### config.mk
export PLATFORM = sky130hd
export DESIGN_NAME = spi_flash_burst_read_flat
export DESIGN_NICKNAME = d
export VERILOG_FILES = /design/src/rtl/spi_flash_pkg.sv /design/src/rtl/spi_flash_burst_read_if.sv /design/src/rtl/spi_hdr_mux.sv /design/src/rtl/spi_flash_burst_read.sv /design/src/flat_wrapper.sv
export SDC_FILE = /design/constraint.sdc
export NUM_CORES = 1
export LEC_CHECK = 0
export ABC_CLOCK_PERIOD_IN_PS = 2900
export BUFFER_PORTS_ARGS = -buffer_cell sky130_fd_sc_hd__buf_4
export CORE_MARGIN = 8
export CORE_UTILIZATION = 52
export CTS_CLUSTER_DIAMETER = 30
export DETAILED_ROUTE_END_ITERATION = 7
export PLACE_DENSITY = 0.83
export SLEW_MARGIN = 0
export SYNTH_ARGS = -nofsm -noshare
export SYNTH_HDL_FRONTEND = slang
export SYNTH_SLANG_ARGS = --single-unit
### constraint.sdc
create_clock -name clock -period 2.9 [get_ports clock]
set_clock_uncertainty 0.15 [all_clocks]
set_input_delay 0.29 -clock clock [delete_from_list [all_inputs] [get_ports clock]]
set_output_delay 0.29 -clock clock [all_outputs]
set_load 0.005 [all_outputs]
### src/rtl/spi_flash_pkg.sv
// Shared types and constants for the SPI flash burst-read sequencer.
// Holds the control/data FSM state enums, the lane-mode enum and the engine read code.
package spi_flash_pkg;

   typedef enum logic [1:0] {IDLE, EX_REQ, EXEC, FSH} REQ_STATE_E;
   typedef enum logic [1:0] {DIDLE, HDR, STREAM, DFSH} DATA_STATE_E;
   typedef enum logic [1:0] {
      LANE_X1  = 2'd0,
      LANE_X2  = 2'd1,
      LANE_X4  = 2'd2,
      LANE_RSV = 2'd3
   } LANE_MODE_E;

   localparam logic [2:0] REQ_CMD_READ = 3'b010;

   // Reserved lane mode falls back to single-lane timing.
   function automatic logic [1:0] lane_shift(input logic [1:0] mode);
      case (LANE_MODE_E'(mode))
         LANE_X2: lane_shift = 2'd1;
         LANE_X4: lane_shift = 2'd2;
         default: lane_shift = 2'd0;
      endcase
   endfunction

endpackage

### src/rtl/spi_flash_burst_read_if.sv
// Bus bundle for spi_flash_burst_read: arbiter command, SPI engine and output stream.
// master = the sequencer, slave = its environment (arbiter, engine, consumer).
interface spi_flash_burst_read_if #(
   parameter int NUM_MODULES = 8,
   parameter int DSIZE       = 8,
   parameter int ADDR_BYTES  = 3,
   parameter int LW          = 9
);
   logic                        cmd_request;
   logic [7:0]                  cmd_code;
   logic [NUM_MODULES-1:0]      cmd_busy;
   logic [NUM_MODULES-1:0]      cmd_finish;
   logic [ADDR_BYTES*DSIZE-1:0] rd_addr;
   logic [LW-1:0]               rd_len;
   logic [1:0]                  lane_mode;
   logic                        spi_request;
   logic [23:0]                 spi_req_len;
   logic [23:0]                 spi_req_wr_len;
   logic [2:0]                  spi_req_cmd;
   logic                        spi_busy;
   logic                        spi_wr_ready;
   logic                        spi_clk_en;
   logic                        spi_wr_vld;
   logic [DSIZE-1:0]            spi_wr_data;
   logic                        spi_rd_vld;
   logic [DSIZE-1:0]            spi_rd_data;
   logic                        spi_rd_ready;
   logic                        out_valid;
   logic [DSIZE-1:0]            out_data;
   logic                        out_last;
   logic                        out_ready;
   logic                        err_timeout;

   modport master (
      input  cmd_request, cmd_code, rd_addr, rd_len, lane_mode,
      input  spi_busy, spi_wr_ready, spi_clk_en, spi_rd_vld, spi_rd_data, out_ready,
      output cmd_busy, cmd_finish, spi_request, spi_req_len, spi_req_wr_len, spi_req_cmd,
      output spi_wr_vld, spi_wr_data, spi_rd_ready, out_valid, out_data, out_last, err_timeout
   );

   modport slave (
      output cmd_request, cmd_code, rd_addr, rd_len, lane_mode,
      output spi_busy, spi_wr_ready, spi_clk_en, spi_rd_vld, spi_rd_data, out_ready,
      input  cmd_busy, cmd_finish, spi_request, spi_req_len, spi_req_wr_len, spi_req_cmd,
      input  spi_wr_vld, spi_wr_data, spi_rd_ready, out_valid, out_data, out_last, err_timeout
   );
endinterface

### src/rtl/spi_hdr_mux.sv
// Header byte selector: opcode for the lane mode, address bytes MSB-first, then dummy zeros.
module spi_hdr_mux
   import spi_flash_pkg::*;
#(
   parameter int         DSIZE      = 8,
   parameter int         ADDR_BYTES = 3,
   parameter int         IW         = 3,
   parameter logic [7:0] OPC_X1     = 8'h03,
   parameter logic [7:0] OPC_X2     = 8'h3B,
   parameter logic [7:0] OPC_X4     = 8'h6B
) (
   input  logic [IW-1:0]               i_idx,
   input  logic [1:0]                  i_lane_mode,
   input  logic [ADDR_BYTES*DSIZE-1:0] i_rd_addr,
   output logic [DSIZE-1:0]            o_hdr_byte
);
   logic [DSIZE-1:0] w_addr_byte [ADDR_BYTES];
   logic [DSIZE-1:0] w_opcode;

   genvar gi;
   for (gi = 0; gi < ADDR_BYTES; gi++) begin : g_addr
      assign w_addr_byte[gi] = i_rd_addr[(ADDR_BYTES-1-gi)*DSIZE +: DSIZE];
   end

   always_comb begin
      case (LANE_MODE_E'(i_lane_mode))
         LANE_X2: w_opcode = DSIZE'(OPC_X2);
         LANE_X4: w_opcode = DSIZE'(OPC_X4);
         default: w_opcode = DSIZE'(OPC_X1);
      endcase
   end

   // Indices past the address bytes fall through to the zero dummy bytes.
   always_comb begin
      o_hdr_byte = '0;
      if (i_idx == '0)
         o_hdr_byte = w_opcode;
      for (int k = 0; k < ADDR_BYTES; k++)
         if (i_idx == IW'(k + 1))
            o_hdr_byte = w_addr_byte[k];
   end
endmodule

### src/rtl/spi_flash_burst_read.sv
// Flash burst-read sequencer: requests the SPI engine, sends opcode/address/dummy header, streams data.
// Optional engine-start watchdog enabled by defining SPI_FLASH_RD_TIMEOUT_EN.
module spi_flash_burst_read
   import spi_flash_pkg::*;
#(
   parameter int         MODULE_ID   = 0,
   parameter logic [7:0] CMD         = 8'h00,
   parameter int         NUM_MODULES = 8,
   parameter int         DSIZE       = 8,
   parameter int         ADDR_BYTES  = 3,
   parameter int         DUMMY_BYTES = 0,
   parameter int         MAX_BURST   = 256,
   parameter logic [7:0] OPC_X1      = 8'h03,
   parameter logic [7:0] OPC_X2      = 8'h3B,
   parameter logic [7:0] OPC_X4      = 8'h6B,
   parameter int         TMO_CYCLES  = 1024
) (
   input logic                    clock,
   input logic                    rst_n,
   spi_flash_burst_read_if.master bus
);
   localparam int LW = $clog2(MAX_BURST + 1);
   localparam int HB = 1 + ADDR_BYTES + DUMMY_BYTES;
   localparam int IW = $clog2(HB + 1);

   REQ_STATE_E                  r_req_state;
   DATA_STATE_E                 r_data_state;
   logic                        r_busy, r_finish, r_spi_request, r_err_timeout;
   logic [23:0]                 r_req_len, r_req_wr_len;
   logic [2:0]                  r_req_cmd;
   logic [ADDR_BYTES*DSIZE-1:0] r_addr;
   logic [LW-1:0]               r_len;
   logic [1:0]                  r_lane;
   logic [IW-1:0]               r_idx;
   logic [LW-1:0]               r_cnt;
`ifdef SPI_FLASH_RD_TIMEOUT_EN
   localparam int TW = $clog2(TMO_CYCLES + 1);
   logic [TW-1:0]               r_tmo_cnt;
`endif

   logic                        w_trigger, w_stream, w_drop, w_out_valid;
   logic [LW-1:0]               w_len_clamp;
   logic [23:0]                 w_req_len, w_req_wr_len;
   logic [DSIZE-1:0]            w_hdr_byte;

   assign w_trigger = bus.cmd_request && (bus.cmd_code == CMD);

   always_comb begin
      w_len_clamp = bus.rd_len;
      if (bus.rd_len == '0)
         w_len_clamp = LW'(1);
      else if (bus.rd_len > LW'(MAX_BURST))
         w_len_clamp = LW'(MAX_BURST);
   end

   // Header and total clock counts shrink with lane width: 8 bits per byte over 1/2/4 lanes.
   assign w_req_len    = ((24'(HB) + 24'(w_len_clamp)) << 3) >> lane_shift(bus.lane_mode);
   assign w_req_wr_len = 24'(HB * 8) >> lane_shift(bus.lane_mode);

   always_ff @(posedge clock or negedge rst_n) begin
      if (!rst_n) begin
         r_req_state   <= IDLE;
         r_busy        <= 1'b0;
         r_finish      <= 1'b0;
         r_spi_request <= 1'b0;
         r_err_timeout <= 1'b0;
         r_req_len     <= '0;
         r_req_wr_len  <= '0;
         r_req_cmd     <= '0;
         r_addr        <= '0;
         r_len         <= '0;
         r_lane        <= '0;
`ifdef SPI_FLASH_RD_TIMEOUT_EN
         r_tmo_cnt     <= '0;
`endif
      end else begin
         r_err_timeout <= 1'b0;
         case (r_req_state)
            IDLE: if (w_trigger) begin
               r_req_state   <= EX_REQ;
               r_addr        <= bus.rd_addr;
               r_len         <= w_len_clamp;
               r_lane        <= bus.lane_mode;
               r_req_len     <= w_req_len;
               r_req_wr_len  <= w_req_wr_len;
               r_req_cmd     <= REQ_CMD_READ;
               r_spi_request <= 1'b1;
               r_busy        <= 1'b1;
`ifdef SPI_FLASH_RD_TIMEOUT_EN
               r_tmo_cnt     <= '0;
`endif
            end
            EX_REQ: begin
               if (bus.spi_busy) begin
                  r_req_state   <= EXEC;
                  r_spi_request <= 1'b0;
               end
`ifdef SPI_FLASH_RD_TIMEOUT_EN
               else if (r_tmo_cnt == TW'(TMO_CYCLES - 1)) begin
                  r_req_state   <= FSH;
                  r_spi_request <= 1'b0;
                  r_busy        <= 1'b0;
                  r_finish      <= 1'b1;
                  r_err_timeout <= 1'b1;
               end else begin
                  r_tmo_cnt <= r_tmo_cnt + 1'b1;
               end
`endif
            end
            EXEC: if (!bus.spi_busy && (r_data_state == DFSH)) begin
               r_req_state <= FSH;
               r_busy      <= 1'b0;
               r_finish    <= 1'b1;
            end
            default: begin
               r_req_state  <= IDLE;
               r_finish     <= 1'b0;
               r_req_len    <= '0;
               r_req_wr_len <= '0;
               r_req_cmd    <= '0;
            end
         endcase
      end
   end

   assign w_stream    = (r_data_state == STREAM);
   assign w_drop      = (r_data_state == DFSH);
   assign w_out_valid = w_stream && bus.spi_rd_vld;

   always_ff @(posedge clock or negedge rst_n) begin
      if (!rst_n) begin
         r_data_state <= DIDLE;
         r_idx        <= '0;
         r_cnt        <= '0;
      end else begin
         case (r_data_state)
            DIDLE: if (r_req_state == EXEC) begin
               r_data_state <= HDR;
               r_idx        <= '0;
               r_cnt        <= '0;
            end
            HDR: if (bus.spi_wr_ready && bus.spi_clk_en) begin
               if (r_idx == IW'(HB - 1))
                  r_data_state <= STREAM;
               else
                  r_idx <= r_idx + 1'b1;
            end
            STREAM: if (w_out_valid && bus.out_ready) begin
               r_cnt <= r_cnt + 1'b1;
               if (r_cnt == r_len - 1'b1)
                  r_data_state <= DFSH;
            end
            default: if (r_req_state != EXEC)
               r_data_state <= DIDLE;
         endcase
      end
   end

   spi_hdr_mux #(
      .DSIZE      (DSIZE),
      .ADDR_BYTES (ADDR_BYTES),
      .IW         (IW),
      .OPC_X1     (OPC_X1),
      .OPC_X2     (OPC_X2),
      .OPC_X4     (OPC_X4)
   ) u_hdr_mux (
      .i_idx       (r_idx),
      .i_lane_mode (r_lane),
      .i_rd_addr   (r_addr),
      .o_hdr_byte  (w_hdr_byte)
   );

   genvar gi;
   for (gi = 0; gi < NUM_MODULES; gi++) begin : g_arb_bits
      assign bus.cmd_busy[gi]   = (gi == MODULE_ID) ? r_busy   : 1'b0;
      assign bus.cmd_finish[gi] = (gi == MODULE_ID) ? r_finish : 1'b0;
   end

   assign bus.spi_request    = r_spi_request;
   assign bus.spi_req_len    = r_req_len;
   assign bus.spi_req_wr_len = r_req_wr_len;
   assign bus.spi_req_cmd    = r_req_cmd;
   assign bus.spi_wr_vld     = (r_data_state == HDR);
   assign bus.spi_wr_data    = (r_data_state == HDR) ? w_hdr_byte : '0;
   // Once the burst is complete, surplus engine bytes are swallowed rather than stalling the engine.
   assign bus.spi_rd_ready   = (w_stream && bus.out_ready) || w_drop;
   assign bus.out_valid      = w_out_valid;
   assign bus.out_data       = w_out_valid ? bus.spi_rd_data : '0;
   assign bus.out_last       = w_out_valid && (r_cnt == r_len - 1'b1);
`ifdef SPI_FLASH_RD_TIMEOUT_EN
   assign bus.err_timeout    = r_err_timeout;
`else
   assign bus.err_timeout    = 1'b0;
`endif
endmodule

### src/flat_wrapper.sv
// flat-port wrapper written by rule: the top's interface ports become plain ports
module spi_flash_burst_read_flat import spi_flash_pkg::*;
#(
   parameter int         MODULE_ID   = 0,
   parameter logic [7:0] CMD         = 8'h00,
   parameter int         NUM_MODULES = 8,
   parameter int         DSIZE       = 8,
   parameter int         ADDR_BYTES  = 3,
   parameter int         DUMMY_BYTES = 0,
   parameter int         MAX_BURST   = 256,
   parameter logic [7:0] OPC_X1      = 8'h03,
   parameter logic [7:0] OPC_X2      = 8'h3B,
   parameter logic [7:0] OPC_X4      = 8'h6B,
   parameter int         TMO_CYCLES  = 1024
)
  (clock, rst_n, bus_cmd_request, bus_cmd_code, bus_rd_addr, bus_rd_len, bus_lane_mode, bus_spi_busy, bus_spi_wr_ready, bus_spi_clk_en, bus_spi_rd_vld, bus_spi_rd_data, bus_out_ready, bus_cmd_busy, bus_cmd_finish, bus_spi_request, bus_spi_req_len, bus_spi_req_wr_len, bus_spi_req_cmd, bus_spi_wr_vld, bus_spi_wr_data, bus_spi_rd_ready, bus_out_valid, bus_out_data, bus_out_last, bus_err_timeout);
  spi_flash_burst_read_if #(.NUM_MODULES(NUM_MODULES), .DSIZE(DSIZE), .ADDR_BYTES(ADDR_BYTES), .LW(($clog2(MAX_BURST + 1)))) bus_i ();
  input logic clock;
  input logic rst_n;
  input wire logic [$bits(bus_i.cmd_request)-1:0] bus_cmd_request;
  input wire logic [$bits(bus_i.cmd_code)-1:0] bus_cmd_code;
  input wire logic [$bits(bus_i.rd_addr)-1:0] bus_rd_addr;
  input wire logic [$bits(bus_i.rd_len)-1:0] bus_rd_len;
  input wire logic [$bits(bus_i.lane_mode)-1:0] bus_lane_mode;
  input wire logic [$bits(bus_i.spi_busy)-1:0] bus_spi_busy;
  input wire logic [$bits(bus_i.spi_wr_ready)-1:0] bus_spi_wr_ready;
  input wire logic [$bits(bus_i.spi_clk_en)-1:0] bus_spi_clk_en;
  input wire logic [$bits(bus_i.spi_rd_vld)-1:0] bus_spi_rd_vld;
  input wire logic [$bits(bus_i.spi_rd_data)-1:0] bus_spi_rd_data;
  input wire logic [$bits(bus_i.out_ready)-1:0] bus_out_ready;
  output wire logic [$bits(bus_i.cmd_busy)-1:0] bus_cmd_busy;
  output wire logic [$bits(bus_i.cmd_finish)-1:0] bus_cmd_finish;
  output wire logic [$bits(bus_i.spi_request)-1:0] bus_spi_request;
  output wire logic [$bits(bus_i.spi_req_len)-1:0] bus_spi_req_len;
  output wire logic [$bits(bus_i.spi_req_wr_len)-1:0] bus_spi_req_wr_len;
  output wire logic [$bits(bus_i.spi_req_cmd)-1:0] bus_spi_req_cmd;
  output wire logic [$bits(bus_i.spi_wr_vld)-1:0] bus_spi_wr_vld;
  output wire logic [$bits(bus_i.spi_wr_data)-1:0] bus_spi_wr_data;
  output wire logic [$bits(bus_i.spi_rd_ready)-1:0] bus_spi_rd_ready;
  output wire logic [$bits(bus_i.out_valid)-1:0] bus_out_valid;
  output wire logic [$bits(bus_i.out_data)-1:0] bus_out_data;
  output wire logic [$bits(bus_i.out_last)-1:0] bus_out_last;
  output wire logic [$bits(bus_i.err_timeout)-1:0] bus_err_timeout;
  assign bus_i.cmd_request = bus_cmd_request;
  assign bus_i.cmd_code = bus_cmd_code;
  assign bus_i.rd_addr = bus_rd_addr;
  assign bus_i.rd_len = bus_rd_len;
  assign bus_i.lane_mode = bus_lane_mode;
  assign bus_i.spi_busy = bus_spi_busy;
  assign bus_i.spi_wr_ready = bus_spi_wr_ready;
  assign bus_i.spi_clk_en = bus_spi_clk_en;
  assign bus_i.spi_rd_vld = bus_spi_rd_vld;
  assign bus_i.spi_rd_data = bus_spi_rd_data;
  assign bus_i.out_ready = bus_out_ready;
  assign bus_cmd_busy = bus_i.cmd_busy;
  assign bus_cmd_finish = bus_i.cmd_finish;
  assign bus_spi_request = bus_i.spi_request;
  assign bus_spi_req_len = bus_i.spi_req_len;
  assign bus_spi_req_wr_len = bus_i.spi_req_wr_len;
  assign bus_spi_req_cmd = bus_i.spi_req_cmd;
  assign bus_spi_wr_vld = bus_i.spi_wr_vld;
  assign bus_spi_wr_data = bus_i.spi_wr_data;
  assign bus_spi_rd_ready = bus_i.spi_rd_ready;
  assign bus_out_valid = bus_i.out_valid;
  assign bus_out_data = bus_i.out_data;
  assign bus_out_last = bus_i.out_last;
  assign bus_err_timeout = bus_i.err_timeout;
  spi_flash_burst_read #(.MODULE_ID(MODULE_ID), .CMD(CMD), .NUM_MODULES(NUM_MODULES), .DSIZE(DSIZE), .ADDR_BYTES(ADDR_BYTES), .DUMMY_BYTES(DUMMY_BYTES), .MAX_BURST(MAX_BURST), .OPC_X1(OPC_X1), .OPC_X2(OPC_X2), .OPC_X4(OPC_X4), .TMO_CYCLES(TMO_CYCLES)) u_core (.clock(clock), .rst_n(rst_n), .bus(bus_i));
endmodule
# After elaboration in Yosys (flattened, before gate mapping)
# Index checks and enable logic that the tools add are counted.
word_totals:
  ff_bits: 105
  in_bits: 59
  out_inout_bits: 89
  word_cells: 116
classes:
  n_addsub: 4
  magnitude_cmp: 1
  eq_ne: 23
  n_shift: 2
  n_mux: 41
  bitwise: 2
  n_reduce_logical: 30
ops:
  columns: ["cell", "count"]
  rows:
  - ["24-bit case mux with 2 select lines", 2]
  - ["24-bit two-way mux", 2]
  - ["8-bit two-way mux", 6]
  - ["9-bit two-way mux", 4]
  - ["24-bit by 2-bit right shift with 24-bit output", 1]
  - ["6-bit by 2-bit right shift with 24-bit output, first input constant", 1]
  - ["2-bit two-way mux", 9]
  - ["9-bit case mux with 2 select lines", 1]
  - ["7-bit case mux with 2 select lines", 1]
  - ["3-bit two-way mux", 4]
  - ["2-bit case mux with 3 select lines", 2]
  - ["3-bit case mux with 2 select lines", 2]
  - ["3-bit AND reduction", 4]
  - ["3-bit by 9-bit adder with 10-bit output, first input constant", 1]
  - ["2-bit == test, second input constant", 5]
  - ["2-bit by 1-bit inequality test with 1-bit output, second input constant", 5]
  - ["2-bit inequality test, second input constant", 5]
  - ["9-bit by 1-bit adder with 9-bit output, second input constant", 1]
  - ["9-bit == test", 1]
  - ["9-bit > comparator, second input constant", 1]
  - ["9-bit zero test", 1]
  - ["9-bit by 1-bit subtractor with 9-bit output, second input constant", 1]
  - ["2-bit by 1-bit == test with 1-bit output, second input constant", 4]
  - ["8-bit zero test", 1]
  - ["other kinds (18)", 38]

# Logic depth before layout (Yosys ltp)
# Gate-level depths: netlist of run 1.
depth:
  depth_word: 7
  depth_mapped: 9

# Modules after synthesis
# A second synthesis of run 1 with hierarchy kept.
unflattened:
  cells_unflattened: 476
  hier_area_um2: 4614.4
by_module_without_submodules:
  columns: ["module", "instances", "cells_each", "area_per_inst_um2"]
  rows:
  - ["spi_flash_burst_read", 1, 441, 4322.9]
  - ["spi_hdr_mux", 1, 35, 291.5]

# Least setup slack after synthesis of run 1
# OpenSTA, ideal clock, no wires.
synth_path:
  path_kind: "input to register"
  startpoint: "input bus_rd_len[5]"
  endpoint: "register u_core.r_req_len[8], in the netlist u_core.bus.spi_req_len[8]"
  setup_ns: 0.066
  arrival_time_ns: 2.055
  required_ns: 2.684
  path_slack_ns: 0.629
  path_stages: 6
  path_cell_list: "or4_1 -> or4_1 -> o21a_1 -> or3_1 -> mux2i_1 -> a22o_2"
synth_between:
  elab_chain_cells: 7
  word_cells_on_any_way: 8
synth_rtl:
  columns: ["item", "line_no", "source"]
  rows:
  - ["from (decl)", "flat_wrapper.sv:23", "input wire logic [$bits(bus_i.rd_len)-1:0] bus_rd_len;"]
  - ["9-bit > comparator", "spi_flash_burst_read.sv:52", "else if (bus.rd_len > LW'(MAX_BURST))"]
  - ["9-bit two-way mux", "spi_flash_burst_read.sv:52", null]
  - ["9-bit two-way mux *", "spi_flash_burst_read.sv:50", "if (bus.rd_len == '0)"]
  - ["3-bit by 9-bit adder with 10-bit output *", "spi_flash_burst_read.sv:57", "assign w_req_len = ((24'(HB) + 24'(w_len_clamp)) << 3) >> lane_shift(bus.lane_mode);"]
  - ["24-bit by 2-bit right shift with 24-bit output *", "spi_flash_burst_read.sv:57", null]
  - ["24-bit two-way mux *", "spi_flash_burst_read.sv:79", "IDLE: if (w_trigger) begin"]
  - ["24-bit case mux with 2 select lines *", "spi_flash_burst_read.sv:78", "case (r_req_state)"]
  - ["to (signal assigned)", "spi_flash_burst_read.sv:84", "r_req_len <= w_req_len;"]
  - ["to (decl)", "spi_flash_burst_read.sv:29", "logic [23:0] r_req_len, r_req_wr_len;"]
# Mark *: on every way between the ends. The rest lies on a longest branch, timed or not. The select of a mux whose other input is x is not followed.
# A chain may end at the register's enable or synchronous reset.

# Worst setup path in the final report of run 1
layout_path:
  startpoint: "register u_core.r_len[0]"
  endpoint: "output bus_out_last"
layout_between:
  elab_chain_cells: 3
layout_rtl:
  columns: ["item", "line_no", "source"]
  rows:
  - ["from (decl)", "spi_flash_burst_read.sv:32", "logic [LW-1:0] r_len;"]
  - ["from (signal assigned)", "spi_flash_burst_read.sv:82", "r_len <= w_len_clamp;"]
  - ["9-bit by 1-bit subtractor with 9-bit output", "spi_flash_burst_read.sv:189", "assign bus.out_last = w_out_valid && (r_cnt == r_len - 1'b1);"]
  - ["9-bit == test", "spi_flash_burst_read.sv:189", null]
  - ["1-bit logical AND", "spi_flash_burst_read.sv:189", null]
  - ["to (decl)", "flat_wrapper.sv:42", "output wire logic [$bits(bus_i.out_last)-1:0] bus_out_last;"]
# No other way between the ends.

==> results of run 1 <==
[cell usage after synthesis (6+ instances only)]
library cell  number
dfrtp_1           72
buf_4             50
nand2_1           41
nor2_1            31
mux2_2            28
inv_1             25
o21ai_0           25
ha_1              23
a21oi_1           17
clkbuf_1          17
nor2b_1           12
xnor2_1           12
xor2_1            12
and3_1            10
a22o_1             9
a22oi_1            9
nand3_1            7
nand2b_1           6
nor3_1             6
[worst register-to-register path: stages (launching register included)]
cell	delay, ns
dfrtp_1	0.43
inv_1	0.11
ha_1	0.28
nor2b_1	0.22
a21oi_1	0.33
o21ai_0	0.27
nor2_1	0.37
nor2_1	0.10
[cell type report]
| class | instances | area [um2] |
|---|---|---|
| timing repair buffer | 105 | 793 |
| tap | 108 | 135 |
| clock inverter | 6 | 83.8 |
| clock buffer | 10 | 128 |
| inverter | 26 | 97.6 |
| sequential | 72 | 1800 |
| multi-input combinational | 364 | 2430 |
| fill | 699 | 3160 |
[final timing paths]
kind	slack [ns]	from	endpoint	depth (start not counted)
setup / recovery	0.18	u_core.r_len[0]$_DFFE_PN0P_	bus_out_last	8
hold / removal	0.009	bus_rd_addr[13]	u_core.r_addr[13]$_DFFE_PN0P_	2
setup reg to reg	0.53	u_core.r_data_state[0]$_DFFE_PN0P_	u_core.r_cnt[6]$_DFFE_PN0P_	7
hold reg to reg	0.34	u_core.bus.spi_req_len[0]$_DFFE_PN0P_	u_core.bus.spi_req_len[0]$_DFFE_PN0P_	2
max in group asynchronous	1.56	rst_n	u_core.r_cnt[0]$_DFFE_PN0P_	2
min in group asynchronous	0.45	rst_n	u_core.r_addr[10]$_DFFE_PN0P_	2
[state kept, by name, indices dropped and copies added, names as in the netlist]
register,flops
u_core.r_addr,24
u_core.bus.spi_req_len,13
u_core.r_cnt,9
u_core.r_len,9
u_core.bus.spi_req_wr_len,4
u_core.r_idx,3
u_core.r_data_state,2
u_core.r_lane,2
u_core.r_req_state,2
u_core.bus.spi_req_cmd,1
u_core.bus.spi_request,1
u_core.r_busy,1
u_core.r_finish,1
[power by group through the flow]
stage / clock (mW) / sequential (mW) / combinational, mW
after global placement: 0 / 1.18 / 1.16
after detailed placement: 0 / 1.19 / 1.20
after floorplan: 0 / 1.17 / 0.865
final: 0.861 / 1.17 / 1.23
after global routing: 0.920 / 1.18 / 1.39
after CTS: 0.868 / 1.17 / 1.22
[kinds of logic after synthesis]
family	count (synthesis)	share of synthesized area, %
flops	72	39.4
simple gates	141	15.5
buf+inv	94	11.9
mux	33	8.00
other cells	1	0.0821
compound gates	94	14.0
fa+ha+maj	24	6.52
xor+xnor	24	4.60
[metal layers]
layer,part of all wire [%],vias to the layer above
met2,47,158
met5,0,-
met3,9.7,23
li1,-,1780
met4,2.3,0
met1,41,1758
[timing repair]
item | 4_1_cts | 5_1_grt
endpoints found under the setup margin | 1 | 5
gates cloned | 0 | 0
resized for setup | 1 | 9
endpoints found under the hold margin | 72 | 1
hold buffers | 1 | 1
==> impl_metrics.yaml, run 1 <==
run_status:
  status: "complete, no violations"
timing:
  fmax_mhz: 368
  hold_violations: 0
  finalSetupViolations: 0
  worst_pin_slew_ns: 0.896
  max_slew_margin_pct: 40.2
  min_period_over_period_pct: 93.8
  rsz0062_at_grt: "false"
  setup-tns-final_ns: 0
  setup_slack_ns: 0.179
  finalCriticalPeriod_ns: 2.72
  holdWs_ns: 0.00894
  drv_slew: 0
detailed_routing:
  ant_nets: 0
  drt_iter0_markers: 236
  avgRoutedWirePerCell_um: 16.1
  wirelength_mm: 11.1
  drc: 0
  dr_total_vias: 3719
  via_per_inst: 5.38
  dr.pass1.iters: 4
clocking:
  cts_num_sinks: 72
  cts_buffers: 9
  clk_pin_slew_ns: 0.08
  cts_root_buf: "clkbuf_8"
  post_cts_buffers: 0
  cts_tree: "done"
  htreeDepth: 3
  insertion_delay_ns: 0.36
  clk_path_buf_depth: 2
synth:
  ys_async_sr_fraction_pct: 100
  synth-edff-count: 0
  synth_top_area_share_pct: 39.4
  ys_seq_elements: 72
  synth_ff_type: "dfrtp_1"
  syn_area_mm2: 0.00457
  yosysSeqAreaShare_pct: 39.4
  yosysTopAreaCell: "dfrtp_1"
  synth_cell_types: 55
  synth_cells: 483
  synth.area.top_cells: "dfrtp_1, buf_4, mux2_2"
  postSynthAreaPerCell_um2: 9.46
  yosys_warnings: 0
placed_design:
  place_area_mm2: 0.00521
  globalplace.congestion: 0.883
  dp_slack_ns: 0.290
  place_hpwl_mm: 8.46
  io_buffers: 99
  place_inst: 673
setup_path:
  cp_cell_sequence: "inv_1 -> ha_1 -> or3b_4 -> nor3_2 -> xnor2_1 -> and4_1 -> and3_1 -> buf_4"
  crit_fanout: 5
  crit_buf_inv: 2
  cpLargestDelayFamily: "simple AND/OR/NAND/NOR gates"
  cp.arrival_ns: 2.28
  cp-start-kind: "register"
  slowest_delay_ns: 0.44
  cp-end-kind: "primary output"
  slowest_stage: "dfrtp_1"
  worstSetupPathType: "reg -> out"
  critPathRequiredTime_ns: 2.46
floorplanning:
  die_width_um: 110
  num_rows: 34
  die_area_mm2: 0.0120
  initial_utilization_pct: 52.9
  fp.dieH_um: 110
  core_area_mm2: 0.00864
  pin_count: 148
finish:
  diodes: 0
  drive_above_1_share_pct: 27.6
  layout_commonest_cell: "buf_4"
  area_growth_pct: 19.8
  fin_nets: 660
  final_core_util_pct: 63.4
  final_cell_mix: "buf_4, dfrtp_1, conb_1"
  fin_cells: 691
  fin_area_mm2: 0.00547
grt:
  grtUsageMet3_pct: 5.69
  top_usage_layer: "met2"
  grt_max_degree: 73
  grt_pass1_wl_mm: 17.9
  grt.total_usage_pct: 18.5
  overflow: 0
  grt_pass1_vias: 3745
  grtUsageMet1_pct: 22.4
  antenna_found_initial: 0
  grt_use_met2_pct: 30.1
pwr:
  swShare_pct: 36.6
  total_power_mw: 3.26
  p_comb_share_pct: 37.7
  p_clk_share_pct: 26.4
  leakage_nw: 2.81
  pwr-share-seq_pct: 35.9
  ir_drop_mv: 0.334
  cellInternalPower_mw: 2.07
  power.switching_mw: 1.19
  cellPowerDensity_mw_per_mm2: 596
job:
  cap_violations: 0
min_path:
  hp-class: "in -> reg"
Note: power is estimated with default switching activity, not from simulation.
==> inputs of run 2 (changes only) <==
--- a/config.mk
+++ b/config.mk
@@ -5,7 +5,7 @@
 export SDC_FILE = /design/constraint.sdc
 export NUM_CORES = 1
 export LEC_CHECK = 0
-export ABC_CLOCK_PERIOD_IN_PS = 2900
+export ABC_CLOCK_PERIOD_IN_PS = 3000
 export BUFFER_PORTS_ARGS = -buffer_cell sky130_fd_sc_hd__buf_4
 export CORE_MARGIN = 8
 export CORE_UTILIZATION = 52
==> constraint.sdc (replaced) <==
create_clock -name clock -period 3 [get_ports clock]
set_clock_uncertainty 0.15 [all_clocks]
set_input_delay 0.3 -clock clock [delete_from_list [all_inputs] [get_ports clock]]
set_output_delay 0.3 -clock clock [all_outputs]
set_load 0.01 [all_outputs]
==> run 2 against run 1 <==
Die area unchanged. Power increased by 0.17%. Cell count decreased by 0.43%. Largest power group unchanged. Via count increased by 0.19%. Combinational power about the same. Cell area decreased by 0.21%. Sequential cell count unchanged. Count of clock-buffer cells in the layout unchanged. Non-clock buffer count decreased by 2. First-iteration DRC count decreased by 19%. Routed wire length decreased by 0.77%. Critical endpoint unchanged.
==> impl_metrics.yaml, run 2 (synthesis results as in run 1) <==
run_status:
  status: "complete, no violations"
pwr:
  ir_drop_mv: 0.346
  cellPowerDensity_mw_per_mm2: 598
  leakage_nw: 2.81
  total_power_mw: 3.27
timing:
  max_slew_margin_pct: 40.8
  drv_slew: 0
  worst_pin_slew_ns: 0.888
  min_period_over_period_pct: 93.6
  rsz0062_at_grt: "false"
  finalSetupViolations: 0
  fmax_mhz: 356
  hold_violations: 0
  setup-tns-final_ns: 0
  finalCriticalPeriod_ns: 2.81
  holdWs_ns: 0.0374
job:
  cap_violations: 0
floorplanning:
  initial_utilization_pct: 52.9
  core_area_mm2: 0.00864
  die_area_mm2: 0.0120
  num_rows: 34
  pin_count: 148
  fp.dieH_um: 110
  die_width_um: 110
grt:
  grt_pass1_vias: 3703
  grt_pass1_wl_mm: 17.8
  grt.total_usage_pct: 18.6
  grt_max_degree: 73
  antenna_found_initial: 0
  overflow: 0
min_path:
  hp-class: "in -> reg"
  hp-start: "bus_rd_addr[3]"
  hold_depth: 2
  hold_end: "u_core.r_addr[3]$_DFFE_PN0P_"
placed_design:
  io_buffers: 99
  place_hpwl_mm: 8.60
  globalplace.congestion: 0.907
setup_path:
  cp-end-kind: "primary output"
  crit_fanout: 5
  worstReg2RegStart: "u_core.r_data_state[0]$_DFFE_PN0P_"
  cp-start-kind: "register"
  critPathRequiredTime_ns: 2.55
  reg2reg_depth: 7
  r2r_setup_slack_ns: 0.49
  reg2reg_to: "u_core.r_cnt[8]$_DFFE_PN0P_"
  cp.arrival_ns: 2.36
  worstSetupPathType: "reg -> out"
detailed_routing:
  ant_nets: 0
  dr.pass1.iters: 5
  avgRoutedWirePerCell_um: 16.0
  via_per_inst: 5.42
  wirelength_mm: 11.0
  drc: 0
  dr_total_vias: 3726
  drt_iter0_markers: 191
clocking:
  cts_buffers: 9
  cts_tree: "done"
  post_cts_buffers: 0
  clk_pin_slew_ns: 0.08
  cts_root_buf: "clkbuf_8"
  clk_path_buf_depth: 2
  htreeDepth: 3
  insertion_delay_ns: 0.34
  cts_num_sinks: 72
finish:
  fin_nets: 658
  layout_commonest_cell: "buf_4"
  area_growth_pct: 19.5
  final_core_util_pct: 63.2
  top_register: "u_core.r_addr"
  largest_reg_flops: 24
  final_cell_mix: "buf_4, dfrtp_1, conb_1"
  drive_above_1_share_pct: 26.7
  diodes: 0
run 2: layout make-up:
| class | instances | area, um2 |
|---|---|---|
| repair buffers | 103 | 776 |
| clock inverters | 5 | 105 |
| well taps | 108 | 135 |
| flip-flops and latches | 72 | 1800 |
| fillers | 720 | 3170 |
| clock buffers | 10 | 138 |
| inverters | 26 | 97.6 |
| multi-input cells | 364 | 2410 |
run 2: worst max-delay path by stage:
| stage | endpoint | cells after the start | slack [ns] | startpoint |
|---|---|---|---|---|
| detailed placement | bus_out_last | 7 | 0.46 | u_core.r_len[0]$_DFFE_PN0P_ |
| global route | bus_out_last | 8 | 0.004 | u_core.r_len[0]$_DFFE_PN0P_ |
| CTS | bus_out_last | 7 | 0.09 | u_core.r_len[0]$_DFFE_PN0P_ |
| finish | bus_out_last | 8 | 0.19 | u_core.r_len[0]$_DFFE_PN0P_ |
| floorplan | u_core.bus.spi_req_len[8]$_DFFE_PN0P_ | 6 | 0.72 | bus_rd_len[5] |
| global placement | u_core.bus.spi_req_len[8]$_DFFE_PN0P_ | 7 | 0.53 | bus_rd_len[5] |
run 2: stage by stage:
stage	worst slack (ns)	cells	instance area (um2)
after floorplan	0.719	530	4750
after global placement	0.534	672	5200
after detailed placement	0.460	672	5200
after CTS	0.0911	688	5460
after global routing	0.00362	688	5460
final	0.193	688	5460
run 2: worst max-delay path, stage by stage (launching register included):
cell and delay (ns):
dfrtp_1 0.43, inv_1 0.08, ha_1 0.21, or3b_2 0.50
nor3_1 0.19, xnor2_1 0.15, and4_1 0.19, and3_1 0.15
buf_4 0.12
run 2: power by group:
part	internal, mW	switching [mW]
Sequential	1.05	0.0844
Combinational	0.475	0.730
Clock	0.570	0.358
run 2: routing by layer:
metal,wire length (um),global-route usage [%],up-vias
li1,-,-,1772
met1,4620,23.0,1786
met5,0,0,-
met4,171,5.59,0
met3,953,5.28,17
met2,5260,30.8,151
run 2: repair_timing:
action	4_1_cts	5_1_grt
endpoints found under the setup margin	0	1
gates resized for setup	0	3
hold endpoints to repair	72	0
hold buffers	1	0
